<file path="src/rtl/irq_pkg.sv">
`default_nettype none
// ============================================================================
//  Module      : irq_pkg
//  Description : Shared definitions for the interrupt controller.
//                Holds the default source count, the derived index width,
//                the controller state encoding and the lost-event ceiling.
//  Revision    : 1.0  initial release
// ============================================================================
package irq_pkg;

    localparam int NUM_SRC_DEFAULT = 4;
    localparam int ID_W_DEFAULT    = $clog2(NUM_SRC_DEFAULT);

    localparam logic [7:0] LOST_MAX = 8'd255;

    // IDLE: nothing requested; REQ: ExtIRQ raised, waiting for the core's
    // acknowledge; SERV: core is in its handler, waiting for exception return.
    typedef enum logic [1:0] {
        ST_IDLE = 2'd0,
        ST_REQ  = 2'd1,
        ST_SERV = 2'd2
    } irq_state_t;

endpackage
`default_nettype wire

</file>
<file path="src/rtl/irq_prio_enc.sv">
`default_nettype none
// ============================================================================
//  Module      : irq_prio_enc
//  Description : Combinational lowest-index priority encoder.
//  Ports       : i_req  - request vector (NUM_SRC bits)
//                o_idx  - index of the lowest set bit (0 when none set)
//                o_any  - high when any bit of i_req is set
//  Revision    : 1.0  initial release
// ============================================================================
module irq_prio_enc
    import irq_pkg::*;
#(
    parameter int NUM_SRC = NUM_SRC_DEFAULT,
    parameter int ID_W    = $clog2(NUM_SRC)
) (
    input  logic [NUM_SRC-1:0] i_req,
    output logic [ID_W-1:0]    o_idx,
    output logic               o_any
);

    // Scanning from the top down lets the lowest set bit overwrite last.
    always_comb begin
        o_idx = '0;
        for (int i = NUM_SRC - 1; i >= 0; i--) begin
            if (i_req[i]) begin
                o_idx = ID_W'(i);
            end
        end
    end

    assign o_any = |i_req;

endmodule
`default_nettype wire

</file>
<file path="src/rtl/irq_ctrl.sv">
`default_nettype none
// ============================================================================
//  Module      : irq_ctrl
//  Description : Edge-triggered interrupt controller for a single core.
//                Rising edges on irq_src are latched into pending; the lowest
//                enabled pending source is presented to the core on ExtIRQ
//                with its index on irq_id. The core acknowledges (ExtlAck),
//                which clears that pending bit, and later returns (ERet).
//                Events arriving on an already-pending bit are counted in a
//                saturating lost-event counter.
//  Ports       : clk, reset (async, active low)
//                irq_src[NUM_SRC]       - peripheral request levels
//                mask_we, mask_wdata    - enable-mask write port
//                ExtlAck, ERet          - core handshake
//                ExtIRQ, irq_id         - request to the core
//                pending, mask          - status registers
//                lost_cnt[8]            - dropped-event counter
//  Config      : define IRQ_SYNC_EN to insert a 2-flop synchronizer on
//                irq_src (adds two cycles of event latency).
//  Revision    : 1.0  initial release
// ============================================================================
module irq_ctrl
    import irq_pkg::*;
#(
    parameter int NUM_SRC = NUM_SRC_DEFAULT,
    parameter int ID_W    = $clog2(NUM_SRC)
) (
    input  logic               clk,
    input  logic               reset,
    input  logic [NUM_SRC-1:0] irq_src,
    input  logic               mask_we,
    input  logic [NUM_SRC-1:0] mask_wdata,
    input  logic               ExtlAck,
    input  logic               ERet,
    output logic               ExtIRQ,
    output logic [ID_W-1:0]    irq_id,
    output logic [NUM_SRC-1:0] pending,
    output logic [NUM_SRC-1:0] mask,
    output logic [7:0]         lost_cnt
);

    logic [NUM_SRC-1:0] w_src;
    logic [NUM_SRC-1:0] r_src_q;
    logic [NUM_SRC-1:0] r_pending;
    logic [NUM_SRC-1:0] r_mask;
    logic [7:0]         r_lost_cnt;
    logic [ID_W-1:0]    r_irq_id;
    logic               r_ext_irq;
    irq_state_t         r_state;
    irq_state_t         w_state_nxt;

    logic [NUM_SRC-1:0] w_event;
    logic [NUM_SRC-1:0] w_clr;
    logic [NUM_SRC-1:0] w_pending_nxt;
    logic               w_drop_any;
    logic [ID_W-1:0]    w_low_idx;
    logic               w_any;

`ifdef IRQ_SYNC_EN
    logic [NUM_SRC-1:0] r_sync1;
    logic [NUM_SRC-1:0] r_sync2;

    always_ff @(posedge clk or negedge reset) begin
        if (!reset) begin
            r_sync1 <= '0;
            r_sync2 <= '0;
        end else begin
            r_sync1 <= irq_src;
            r_sync2 <= r_sync1;
        end
    end

    assign w_src = r_sync2;
`else
    assign w_src = irq_src;
`endif

    assign w_event = w_src & ~r_src_q;

    // The acknowledged source is cleared on the acknowledge edge, but a fresh
    // event on that same bit in that cycle re-sets it and is not a drop.
    assign w_clr         = (r_state == ST_REQ && ExtlAck) ? (NUM_SRC'(1) << r_irq_id) : '0;
    assign w_drop_any    = |(w_event & r_pending & ~w_clr);
    assign w_pending_nxt = (r_pending & ~w_clr) | w_event;

    irq_prio_enc #(
        .NUM_SRC (NUM_SRC),
        .ID_W    (ID_W)
    ) u_prio_enc (
        .i_req (r_pending & r_mask),
        .o_idx (w_low_idx),
        .o_any (w_any)
    );

    always_comb begin
        w_state_nxt = r_state;
        case (r_state)
            ST_IDLE: if (w_any)   w_state_nxt = ST_REQ;
            ST_REQ:  if (ExtlAck) w_state_nxt = ST_SERV;
            ST_SERV: if (ERet)    w_state_nxt = ST_IDLE;
            default:              w_state_nxt = ST_IDLE;
        endcase
    end

    always_ff @(posedge clk or negedge reset) begin
        if (!reset) begin
            r_state    <= ST_IDLE;
            r_ext_irq  <= 1'b0;
            r_irq_id   <= '0;
            r_src_q    <= '0;
            r_pending  <= '0;
            r_mask     <= '0;
            r_lost_cnt <= '0;
        end else begin
            r_state   <= w_state_nxt;
            // Decoded from the next state so ExtIRQ is a clean flop output.
            r_ext_irq <= (w_state_nxt == ST_REQ);
            r_src_q   <= w_src;
            r_pending <= w_pending_nxt;
            if (r_state == ST_IDLE && w_any) begin
                r_irq_id <= w_low_idx;
            end
            if (mask_we) begin
                r_mask <= mask_wdata;
            end
            if (w_drop_any && r_lost_cnt != LOST_MAX) begin
                r_lost_cnt <= r_lost_cnt + 8'd1;
            end
        end
    end

    assign ExtIRQ   = r_ext_irq;
    assign irq_id   = r_irq_id;
    assign pending  = r_pending;
    assign mask     = r_mask;
    assign lost_cnt = r_lost_cnt;

endmodule
`default_nettype wire
</file>
<file path="config.mk">
export PLATFORM = sky130hd
export DESIGN_NAME = irq_ctrl
export DESIGN_NICKNAME = d
export VERILOG_FILES = /design/src/rtl/irq_pkg.sv /design/src/rtl/irq_prio_enc.sv /design/src/rtl/irq_ctrl.sv
export SDC_FILE = /design/constraint.sdc
export NUM_CORES = 1
export LEC_CHECK = 0
export CAP_MARGIN = 20
export CORE_MARGIN = 5
export CORE_UTILIZATION = 46
export CTS_CLUSTER_SIZE = 25
export DETAILED_ROUTE_END_ITERATION = 10
export MAX_ROUTING_LAYER = met4
export PLACE_DENSITY_LB_ADDON = 0.3
export SYNTH_ARGS = -nofsm -noshare
export SYNTH_HDL_FRONTEND = slang
export SYNTH_SLANG_ARGS = --single-unit
export TNS_END_PERCENT = 10
</file>
<file path="constraint.sdc">
create_clock -name clk -period 2.3 [get_ports clk]
set_input_delay 0.69 -clock clk [delete_from_list [all_inputs] [get_ports clk]]
set_output_delay 0.69 -clock clk [all_outputs]
set_load 0.1 [all_outputs]
</file>
## Word-level counts from Yosys, hierarchy flattened

Index checks and enable logic that the tools add are counted.

| word-level totals | value |
|---|---|
| bits of input ports | 13 |
| logic and storage cells | 36 |
| output and inout bits | 19 |
| register bits after elaboration | 25 |

| operators by class | value |
|---|---|
| multiplexer cells | 9 |
| reduce and logical (&&, ||, !) cells | 6 |
| eq/ne operators | 4 |
| shifts and indexed selects | 1 |
| bitwise gates (word level) | 8 |
| $add $sub $neg | 1 |

Operators with widths:

| cell | number |
|---|---|
| $and 4x4->4 | 5 |
| $mux 2 | 7 |
| $add 8x1->8 const B | 1 |
| $ne 8x8->1 const B | 1 |
| $not 4->4 | 2 |
| $reduce_or 4->1 | 2 |
| $pmux 2 s3 | 1 |
| $eq 2x1->1 const B | 2 |
| $mux 4 | 1 |
| $or 4x4->4 | 1 |
| $shl 1x2->4 const A | 1 |
| $logic_and 1x1->1 | 3 |
| $eq 2x2->1 const B | 1 |
| $logic_not 2->1 | 1 |

## Longest topological paths before layout

Gate-level depths: netlist (run 1).

| logic depth | value |
|---|---|
| depth after elaboration | 7 |
| gate-level depth with buffers | 6 |
| gate-level depth less buffers | 6 |

## Cells and area by module

Synthesis (run 1) repeated with hierarchy kept, for this count alone.

| second synthesis, totals | value |
|---|---|
| cell total of the unflattened synthesis | 97 |
| area, all modules | 1138.6 µm² |

By module, submodules not included:

| module | times used | sequential area each (µm²) | cells an instance | area each (µm²) |
|---|---|---|---|---|
| irq_ctrl | 1 | 625.6 | 90 | 1103.6 |
| irq_prio_enc | 1 | 0.0 | 7 | 35.0 |

## Least setup slack after synthesis (run 1)

No wires, ideal clock.

| timing path | value |
|---|---|
| path type | register -> register |
| from | reg r_irq_id[0], in the netlist irq_id[0] |
| to | reg r_lost_cnt[1], in the netlist lost_cnt[1] |
| stages on the path, launching flop included | 7 |
| clock period less this slack | 2325 ps |
| buffers on the path | 0 |
| data required time | 2173 ps |
| data arrival time | 2199 ps |
| path slack | -25 ps |
| cells stage by stage | dfrtp_1 > inv_1 > a41oi_1 > a31oi_1 > o221ai_2 > o31a_1 > mux2_4 |

| between the ends | value |
|---|---|
| cells in the longest elaborated chain, start to end | 6 |

Ends and longest elaborated chain:

| what | RTL line | source |
|---|---|---|
| start, declared | irq_ctrl.sv:47 | `logic [ID_W-1:0] r_irq_id;` |
| start signal, assigned | irq_ctrl.sv:121 | `r_irq_id <= w_low_idx;` |
| $shl 1x2->4 | irq_ctrl.sv:82 | `assign w_clr = (r_state == ST_REQ && ExtlAck) ? (NUM_SRC'(1) << r_irq_id) : '0;` |
| $mux 4 | irq_ctrl.sv:82 |  |
| $not 4->4 | irq_ctrl.sv:83 | `assign w_drop_any = \|(w_event & r_pending & ~w_clr);` |
| $and 4x4->4 | irq_ctrl.sv:83 |  |
| $reduce_or 4->1 | irq_ctrl.sv:83 |  |
| $logic_and 1x1->1 | irq_ctrl.sv:126 | `if (w_drop_any && r_lost_cnt != LOST_MAX) begin` |
| end signal, assigned | irq_ctrl.sv:127 | `r_lost_cnt <= r_lost_cnt + 8'd1;` |
| end, declared | irq_ctrl.sv:46 | `logic [7:0] r_lost_cnt;` |

No other way between the ends.
A chain may end at the register's enable or synchronous reset.

## Final worst setup path (run 1)

| timing path | value |
|---|---|
| from | in ExtlAck |
| to | reg r_lost_cnt[3], in the netlist lost_cnt[3] |

| between the ends | value |
|---|---|
| cells in the longest elaborated chain, start to end | 6 |

Ends and longest elaborated chain:

| what | RTL line | source |
|---|---|---|
| start, declared | irq_ctrl.sv:33 | `input logic ExtlAck,` |
| $logic_and 1x1->1 | irq_ctrl.sv:82 |  |
| $mux 4 | irq_ctrl.sv:82 |  |
| $not 4->4 | irq_ctrl.sv:83 |  |
| $and 4x4->4 | irq_ctrl.sv:83 |  |
| $reduce_or 4->1 | irq_ctrl.sv:83 |  |
| $logic_and 1x1->1 | irq_ctrl.sv:126 |  |

No other way between the ends.

==> results of run 1 <==
-- registers in the layout, indices dropped and copies added, names as in the netlist --
register / cells
lost_cnt: 8
mask: 4
pending: 4
r_src_q: 4
irq_id: 2
r_state: 2
ExtIRQ: 1
-- routing by layer --
metal,vias to the layer above,track usage,share of wire
met5,-,-,0
met4,0,0.0227,0.0023
met3,2,0.0570,0.055
met2,19,0.241,0.47
met1,412,0.188,0.47
li1,430,-,-
-- cell usage after synthesis, types with 2 or more instances --
| cell type | n |
|---|---|
| a21o_1 | 4 |
| a21oi_1 | 2 |
| a31oi_1 | 3 |
| a41oi_1 | 2 |
| dfrtp_1 | 25 |
| inv_1 | 3 |
| mux2_1 | 2 |
| mux2_2 | 4 |
| nand2_1 | 13 |
| nand2b_1 | 3 |
| nand3_1 | 4 |
| nand4_1 | 3 |
| nor2_1 | 3 |
| nor2b_1 | 2 |
| nor3_1 | 2 |
| o21ai_0 | 2 |
| o31a_1 | 2 |
| o31ai_2 | 2 |
-- final timing paths --
path	start	end	depth (start not counted)
max	ExtlAck	lost_cnt[3]$_DFFE_PN0P_	6
min	r_src_q[2]$_DFF_PN0_	pending[2]$_DFF_PN0_	1
max reg2reg	r_state[1]$_DFF_PN0_	lost_cnt[3]$_DFFE_PN0P_	6
min reg2reg	r_src_q[2]$_DFF_PN0_	pending[2]$_DFF_PN0_	1
max in group asynchronous	reset	irq_id[0]$_DFFE_PN0P_	2
min in group asynchronous	reset	lost_cnt[4]$_DFFE_PN0P_	2
-- worst reg2reg max path, delay by kind of cell, from the launching register on --
kind / cells / cell delay, ns
and+or+nand+nor: 3 / 0.53
AOI/OAI and AO/OA: 2 / 0.44
DFF: 1 / 0.43
muxes: 1 / 0.33
-- cells by family (layout without fill, tap and decap cells) --
family | Yosys count | after routing
simple gates | 33 | 33
flops | 25 | 25
compound gates | 23 | 23
mux | 7 | 7
buf+inv | 3 | 42
xor+xnor | 2 | 2
fa+ha+maj | 1 | 1
-- area by class of cell --
| cell class | instances | area [µm²] |
|---|---|---|
| fill | 176 | 748 |
| sequential | 25 | 627 |
| multi-input combinational | 66 | 463 |
| timing repair buffer | 35 | 343 |
| tap | 28 | 35.0 |
| clock buffer | 3 | 22.5 |
| inverter | 3 | 11.3 |
| clock inverter | 1 | 5.00 |
-- through the flow --
| stage | hold WS [ns] | TNS [ns] | instance area, µm² |
|---|---|---|---|
| floorplan | 0.394 | 0 | 1100 |
| global placement | 0.441 | -0.131 | 1480 |
| detailed placement | 0.463 | -0.412 | 1480 |
| CTS | 0.486 | 0 | 1510 |
| global route | 0.519 | 0 | 1510 |
| finish | 0.476 | 0 | 1510 |
==> results.yml, run 1 <==
placed_design:
  pre_cts_ws_ns: -0.0875
  placed_cells: 157
  port_buffers: 31
  finalWeightedCongestion: 0.810
  hpwl_mm: 1.75
cts:
  numCtsBuffers: 3
  htree_levels: 1
  cts_resized: 0
  cts_sinks: 25
  post-cts-setup-buffers: 0
  clk_latency_ns: 0.32
  cts_tree: "built"
  cts_hold_buf: 0
  cts_root_buf: "clkbuf_4"
  cts.path.max_buffers: 2
  clk_pin_slew_ns: 0.13
timing:
  rsz0062_at_grt: "false"
  setup_viol: 0
  worst_slew_pin_slew_ns: 0.564
  fin_skew_ns: 0.0113
  slew_violations: 0
  fin_crit_sh: 0.892
  period_needed_ns: 2.05
  setup_ws_ns: 0.249
  fmax_ghz: 0.488
  maxSlewHeadroom: 0.621
  hold_viol: 0
setup_path:
  critPathCaptureType: "flip-flop"
  cp.required_ns: 2.52
  worstSetupPathType: "in2reg"
  path_buf_inv: 1
  path_cells: "clkdlybuf4s50_1, nand2_2, o31ai_2, o221ai_2, nand2b_1, mux2_1"
  start_kind: "input pin"
  r2r_slack_ns: 0.50
  critical_path.top_delay_family: "buffers and inverters"
  arrival_ns: 2.27
  critPathMaxStageDelay_ns: 0.56
  slowest_stage: "clkdlybuf4s50_1"
  cp_max_fo: 5
synthesis:
  ys_async_sr_fraction: 1.00
  synth_top_family_by_area: "compound AO/OA/AOI/OAI gates"
  ys.flop_type: "dfrtp_1"
  post_synth_num_cell_types: 31
  ys_seq_area_frac: 0.569
  synth_fp_nets: 108
  synthSimpleGateAreaFrac: 0.149
  yosys_warnings: 0
  synth_mux_area_frac: 0.0751
  synthXorXnorAreaFrac: 0.0159
  synth_top_area_share: 0.569
  synth_largest_area_cell: "dfrtp_1"
  synth_fa_ha_area_frac: 0.0114
  syn_area_per_cell_um2: 11.7
  synth-compound-area-share: 0.170
  ys_seq_elements: 25
  syn-cell-area_mm2: 0.00110
  syn_inst: 94
  yosys-top-cells-area: "dfrtp_1, nand2_1, mux2_2"
  synth_edf_count: 0
global_route:
  grt_overflow_total: 0
  grt_usage: 0.152
  antenna_found_initial: 0
  grt_max_degree: 26
  grt_first_pass_wirelength_mm: 4.02
  grt_pass1_vias: 910
detailed_routing:
  drtPass1Iterations: 4
  drc: 0
  viasPerCell: 5.36
  routed_wl_mm: 2.22
  wl_per_cell_um: 13.8
  drt-initial-drc-count: 9
  vias: 863
  ant_nets: 0
outcome:
  outcome: "finished, final reports clean"
finish:
  post-route-util: 0.668
  layout_common_cells: "dfrtp_1, buf_4, nand2_1, clkdlybuf4s50_1"
  fin_cells: 161
  final_nets: 148
  syn_to_final_growth_pct: 37.0
  final_common_cell: "dfrtp_1"
  drive_above_1_share: 0.286
  num_antenna_cells: 0
die:
  die_h_um: 58.9
  core_area_mm2: 0.00225
  start_util: 0.488
  boundaryPins: 32
  dieArea_mm2: 0.00347
  core.rowCount: 17
  fp.dieW_um: 58.9
hold_path:
  worstHoldPathType: "reg2reg"
run:
  maxCapViolCount: 0
Power of run 1 is not shown: default switching activity piles up to over one toggle a cycle in this logic, so the estimate is an artifact.
==> run 2, diff against run 1 <==
--- a/config.mk
+++ b/config.mk
@@ -10,6 +10,7 @@
 export CORE_UTILIZATION = 46
 export CTS_CLUSTER_SIZE = 25
 export DETAILED_ROUTE_END_ITERATION = 10
+export GPL_TIMING_DRIVEN = 0
 export MAX_ROUTING_LAYER = met4
 export PLACE_DENSITY_LB_ADDON = 0.3
 export SYNTH_ARGS = -nofsm -noshare
==> run 2 against run 1 <==
Global-route usage down 0.68 points. Critical endpoint is now lost_cnt[4]. Clock skew down 0.0057 ns. Fmax down 9.0%. Critical path depth down 5. Routed wire length down 1.7%. Non-clock buffer count down 3. Hold slack worse by 0.0040 ns.
==> results.yml, run 2 (same netlist as run 1, synthesis figures left out) <==
run:
  maxCapViolCount: 0
die:
  boundaryPins: 32
  core.rowCount: 17
  dieArea_mm2: 0.00347
  die_h_um: 58.9
  core_area_mm2: 0.00225
  start_util: 0.488
  fp.dieW_um: 58.9
cts:
  cts_sinks: 25
  post-cts-setup-buffers: 0
  clk_pin_slew_ns: 0.12
  cts_resized: 37
  cts.path.max_buffers: 2
  htree_levels: 1
  numCtsBuffers: 3
  cts_tree: "built"
  clk_latency_ns: 0.31
  cts_hold_buf: 0
  cts_root_buf: "clkbuf_4"
setup_path:
  start_kind: "flip-flop"
  cp_max_fo: 5
  timing.rr.end: "lost_cnt[1]$_DFFE_PN0P_"
  critPathCaptureType: "output pin"
  r2r_slack_ns: 0.36
  slowest_stage: "clkdlybuf4s15_1"
  cp.required_ns: 1.61
  path_cells: "clkdlybuf4s15_1"
  critPathMaxStageDelay_ns: 0.84
  rr_startpoint: "r_state[1]$_DFF_PN0_"
  arrival_ns: 1.56
  critical_path.top_delay_family: "buffers and inverters"
  r2r.worst_path.cells: 6
  worstSetupPathType: "reg2out"
  path_buf_inv: 1
global_route:
  antenna_found_initial: 0
  grt_first_pass_wirelength_mm: 3.80
  grt_usage: 0.145
  grt_max_degree: 26
  grt_pass1_vias: 871
  grt_overflow_total: 0
placed_design:
  port_buffers: 31
  placed_cells: 153
  hpwl_mm: 1.70
  finalWeightedCongestion: 0.806
finish:
  syn_to_final_growth_pct: 32.8
  num_antenna_cells: 0
  fin_cells: 158
  largest_reg_flops: 8
  final_common_cell: "dfrtp_1"
  layout_common_cells: "dfrtp_1, nand2_1, clkdlybuf4s50_1, clkdlybuf4s15_2, clkbuf_2"
  drive_above_1_share: 0.231
  post-route-util: 0.648
  fill_cells: 207
  final_nets: 145
detailed_routing:
  ant_nets: 0
  wl_per_cell_um: 13.8
  drt-initial-drc-count: 17
  vias: 860
  viasPerCell: 5.44
  drc: 0
  drtPass1Iterations: 4
  routed_wl_mm: 2.18
outcome:
  outcome: "finished, final reports clean"
timing:
  rsz0062_at_grt: "true"
  fin_skew_ns: 0.00563
  maxSlewHeadroom: 0.363
  slew_violations: 0
  hold_slack_ns: 0.472
  fmax_ghz: 0.444
  fin_crit_sh: 0.980
  setup_viol: 0
  period_needed_ns: 2.25
  hold_viol: 0
  worst_slew_pin_slew_ns: 0.959
hold_path:
  hold_depth: 1
  worst_hold_path.endpoint: "pending[2]$_DFF_PN0_"
  worstHoldStart: "r_src_q[2]$_DFF_PN0_"
  worstHoldPathType: "reg2reg"
[run 2: changes by cell type in the layout (fill, tap and decap cells not counted), sizes merged]
cell | previous run | this run
clkbuf | 3 | 11
buf | 23 | 1
clkinv | 1 | 0
clkdlybuf4s15 | 0 | 10
dlygate4sd2 | 0 | 2
[run 2: metrics by stage]
stage	TNS, ns	area (µm²)	setup WS, ns
finish	0	1460	0.0461
global route	-0.0259	1460	-0.0259
floorplan	0	1100	0.0806
CTS	0	1470	0.00177
global placement	-0.437	1450	-0.158
detailed placement	-0.714	1450	-0.195
[run 2: final cells by class]
cell class / count / area, µm² / share of cell area
Inverter: 3 / 11.3 / 0.00771
Timing Repair Buffer: 32 / 298 / 0.204
Multi-Input combinational cell: 66 / 463 / 0.317
Sequential cell: 25 / 627 / 0.429
Tap cell: 28 / 35.0 / 0.0240
Clock buffer: 4 / 26.3 / 0.0180
[run 2: worst max-delay path by stage]
stage	start	to	slack [ns]	cells after the start
6_report	lost_cnt[4]$_DFFE_PN0P_	lost_cnt[4]	0.05	1
5_1_grt	lost_cnt[4]$_DFFE_PN0P_	lost_cnt[4]	-0.03	1
4_1_cts	lost_cnt[4]$_DFFE_PN0P_	lost_cnt[4]	0.002	1
3_5_place_dp	ExtlAck	lost_cnt[1]$_DFFE_PN0P_	-0.19	6
3_3_place_gp	ExtlAck	lost_cnt[1]$_DFFE_PN0P_	-0.16	6
2_1_floorplan	lost_cnt[0]$_DFFE_PN0P_	lost_cnt[1]$_DFFE_PN0P_	0.08	4
[run 2: layer usage]
layer / up-vias / global-route usage / share of wire
li1: 419 / - / -
met1: 420 / 0.185 / 0.46
met3: 5 / 0.0504 / 0.050
met5: - / - / 0
met2: 16 / 0.224 / 0.48
met4: 0 / 0.0291 / 0.0096
Power of run 2 is left out for the same reason.
==> run 3, diff against run 2 <==
--- a/config.mk
+++ b/config.mk
@@ -8,11 +8,11 @@
 export CAP_MARGIN = 20
 export CORE_MARGIN = 5
 export CORE_UTILIZATION = 46
-export CTS_CLUSTER_SIZE = 25
+export CTS_CLUSTER_SIZE = 12
 export DETAILED_ROUTE_END_ITERATION = 10
 export GPL_TIMING_DRIVEN = 0
 export MAX_ROUTING_LAYER = met4
-export PLACE_DENSITY_LB_ADDON = 0.3
+export PLACE_DENSITY = 0.85
 export SYNTH_ARGS = -nofsm -noshare
 export SYNTH_HDL_FRONTEND = slang
 export SYNTH_SLANG_ARGS = --single-unit
==> run 3 against run 2 <==
Global-route usage up 0.47 points. Register-to-register slack improved by 0.02 ns. Setup slack about the same. Routed wire length is 8.4% higher. Die area unchanged. Clock skew decreased by 0.0025 ns. Sequential cell count is the same. Sequential share of layout area about the same. Final area barely moved. Largest cell class unchanged.
==> results.yml, run 3 (same netlist as run 1, synthesis figures left out) <==
cts:
  clk_pin_slew_ns: 0.12
  post-cts-setup-buffers: 0
  clk_latency_ns: 0.31
  cts.path.max_buffers: 2
  cts_root_buf: "clkbuf_4"
  htree_levels: 1
  cts_tree: "built"
  cts_sinks: 25
  cts_hold_buf: 0
  numCtsBuffers: 3
global_route:
  grt_max_degree: 26
  grt_usage: 0.150
  grt_overflow_total: 0
  antenna_found_initial: 0
  grt_pass1_vias: 876
  grt_first_pass_wirelength_mm: 3.91
finish:
  fill_cells: 208
  layout_common_cells: "dfrtp_1, nand2_1, clkdlybuf4s50_1, clkbuf_2, clkdlybuf4s15_2"
  fin_cells: 158
  syn_to_final_growth_pct: 32.9
  final_area_mm2: 0.00146
  largest_reg_flops: 8
  final_nets: 145
  num_antenna_cells: 0
  drive_above_1_share: 0.238
  final_common_cell: "dfrtp_1"
timing:
  maxSlewHeadroom: 0.364
  fmax_ghz: 0.444
  rsz0062_at_grt: "false"
  fin_skew_ns: 0.00317
  setup_viol: 0
  worst_slew_pin_slew_ns: 0.958
  slew_violations: 0
  fin_crit_sh: 0.980
  hold_viol: 0
  period_needed_ns: 2.25
placed_design:
  port_buffers: 31
  hpwl_mm: 1.78
  placed_area_mm2: 0.00145
  finalWeightedCongestion: 0.859
  placed_cells: 153
outcome:
  outcome: "finished, final reports clean"
setup_path:
  slowest_stage: "clkdlybuf4s15_1"
  critPathMaxStageDelay_ns: 0.84
  cp_max_fo: 4
  worstSetupPathType: "reg2out"
  path_buf_inv: 1
  path_cells: "clkdlybuf4s15_1"
  critical_path.top_delay_family: "buffers and inverters"
  critPathCaptureType: "output pin"
  arrival_ns: 1.56
  start_kind: "flip-flop"
  cp.required_ns: 1.61
detailed_routing:
  drt-initial-drc-count: 22
  wl_per_cell_um: 15.0
  vias: 888
  routed_wl_mm: 2.37
  drtPass1Iterations: 4
  viasPerCell: 5.62
  drc: 0
  ant_nets: 0
hold_path:
  worstHoldPathType: "reg2reg"
die:
  boundaryPins: 32
  die_h_um: 58.9
  fp.dieW_um: 58.9
  core_area_mm2: 0.00225
  dieArea_mm2: 0.00347
  core.rowCount: 17
  start_util: 0.488
run:
  maxCapViolCount: 0
run 3: worst paths after layout:
| kind | from | endpoint | slack, ns | cells after the start |
|---|---|---|---|---|
| min | r_src_q[2]$_DFF_PN0_ | pending[2]$_DFF_PN0_ | 0.48 | 1 |
| max reg2reg | r_state[1]$_DFF_PN0_ | lost_cnt[1]$_DFFE_PN0P_ | 0.38 | 6 |
| max | mask[0]$_DFFE_PN0P_ | mask[0] | 0.05 | 1 |
| max in group asynchronous | reset | irq_id[0]$_DFFE_PN0P_ | 1.28 | 2 |
| min in group asynchronous | reset | irq_id[1]$_DFFE_PN0P_ | 0.62 | 1 |
| min reg2reg | r_src_q[2]$_DFF_PN0_ | pending[2]$_DFF_PN0_ | 0.48 | 1 |
run 3: worst reg2reg max path: stages (launching register included):
cell	delay [ns]
dfrtp_1	0.43
and2b_4	0.30
nand2_2	0.09
o31ai_2	0.27
o221ai_2	0.23
o31a_1	0.20
mux2_4	0.30
run 3: through the flow:
stage | TNS, ns | setup WS (ns) | hold WS (ns) | utilization
6_report | 0 | 0.0466 | 0.477 | 0.648
5_1_grt | 0 | 0.000697 | 0.502 | 0.648
4_1_cts | 0 | 0.000528 | 0.483 | 0.654
3_5_place_dp | -0.770 | -0.212 | 0.467 | 0.642
3_3_place_gp | -0.447 | -0.156 | 0.438 | 0.642
2_1_floorplan | 0 | 0.0806 | 0.394 | -
run 3: layer usage:
layer | routed length [µm] | vias to the layer above | global-route usage
met4 | 24 | 0 | 0.0388
met1 | 973 | 430 | 0.181
met2 | 1220 | 33 | 0.257
li1 | - | 422 | -
met5 | 0 | - | -
met3 | 153 | 3 | 0.0263
run 3: cell type report:
class | instances | area (µm²) | area share
repair buffers | 32 | 299 | 0.205
multi-input cells | 66 | 463 | 0.317
flip-flops and latches | 25 | 627 | 0.429
inverters | 3 | 11.3 | 0.00771
well taps | 28 | 35.0 | 0.0240
clock buffers | 4 | 26.3 | 0.0180
run 3: timing repair:
item	in CTS	in global routing
resized for setup	40	12
pin swaps	0	0
endpoints found under the setup margin	19	10
Power of run 3 is left out for the same reason.
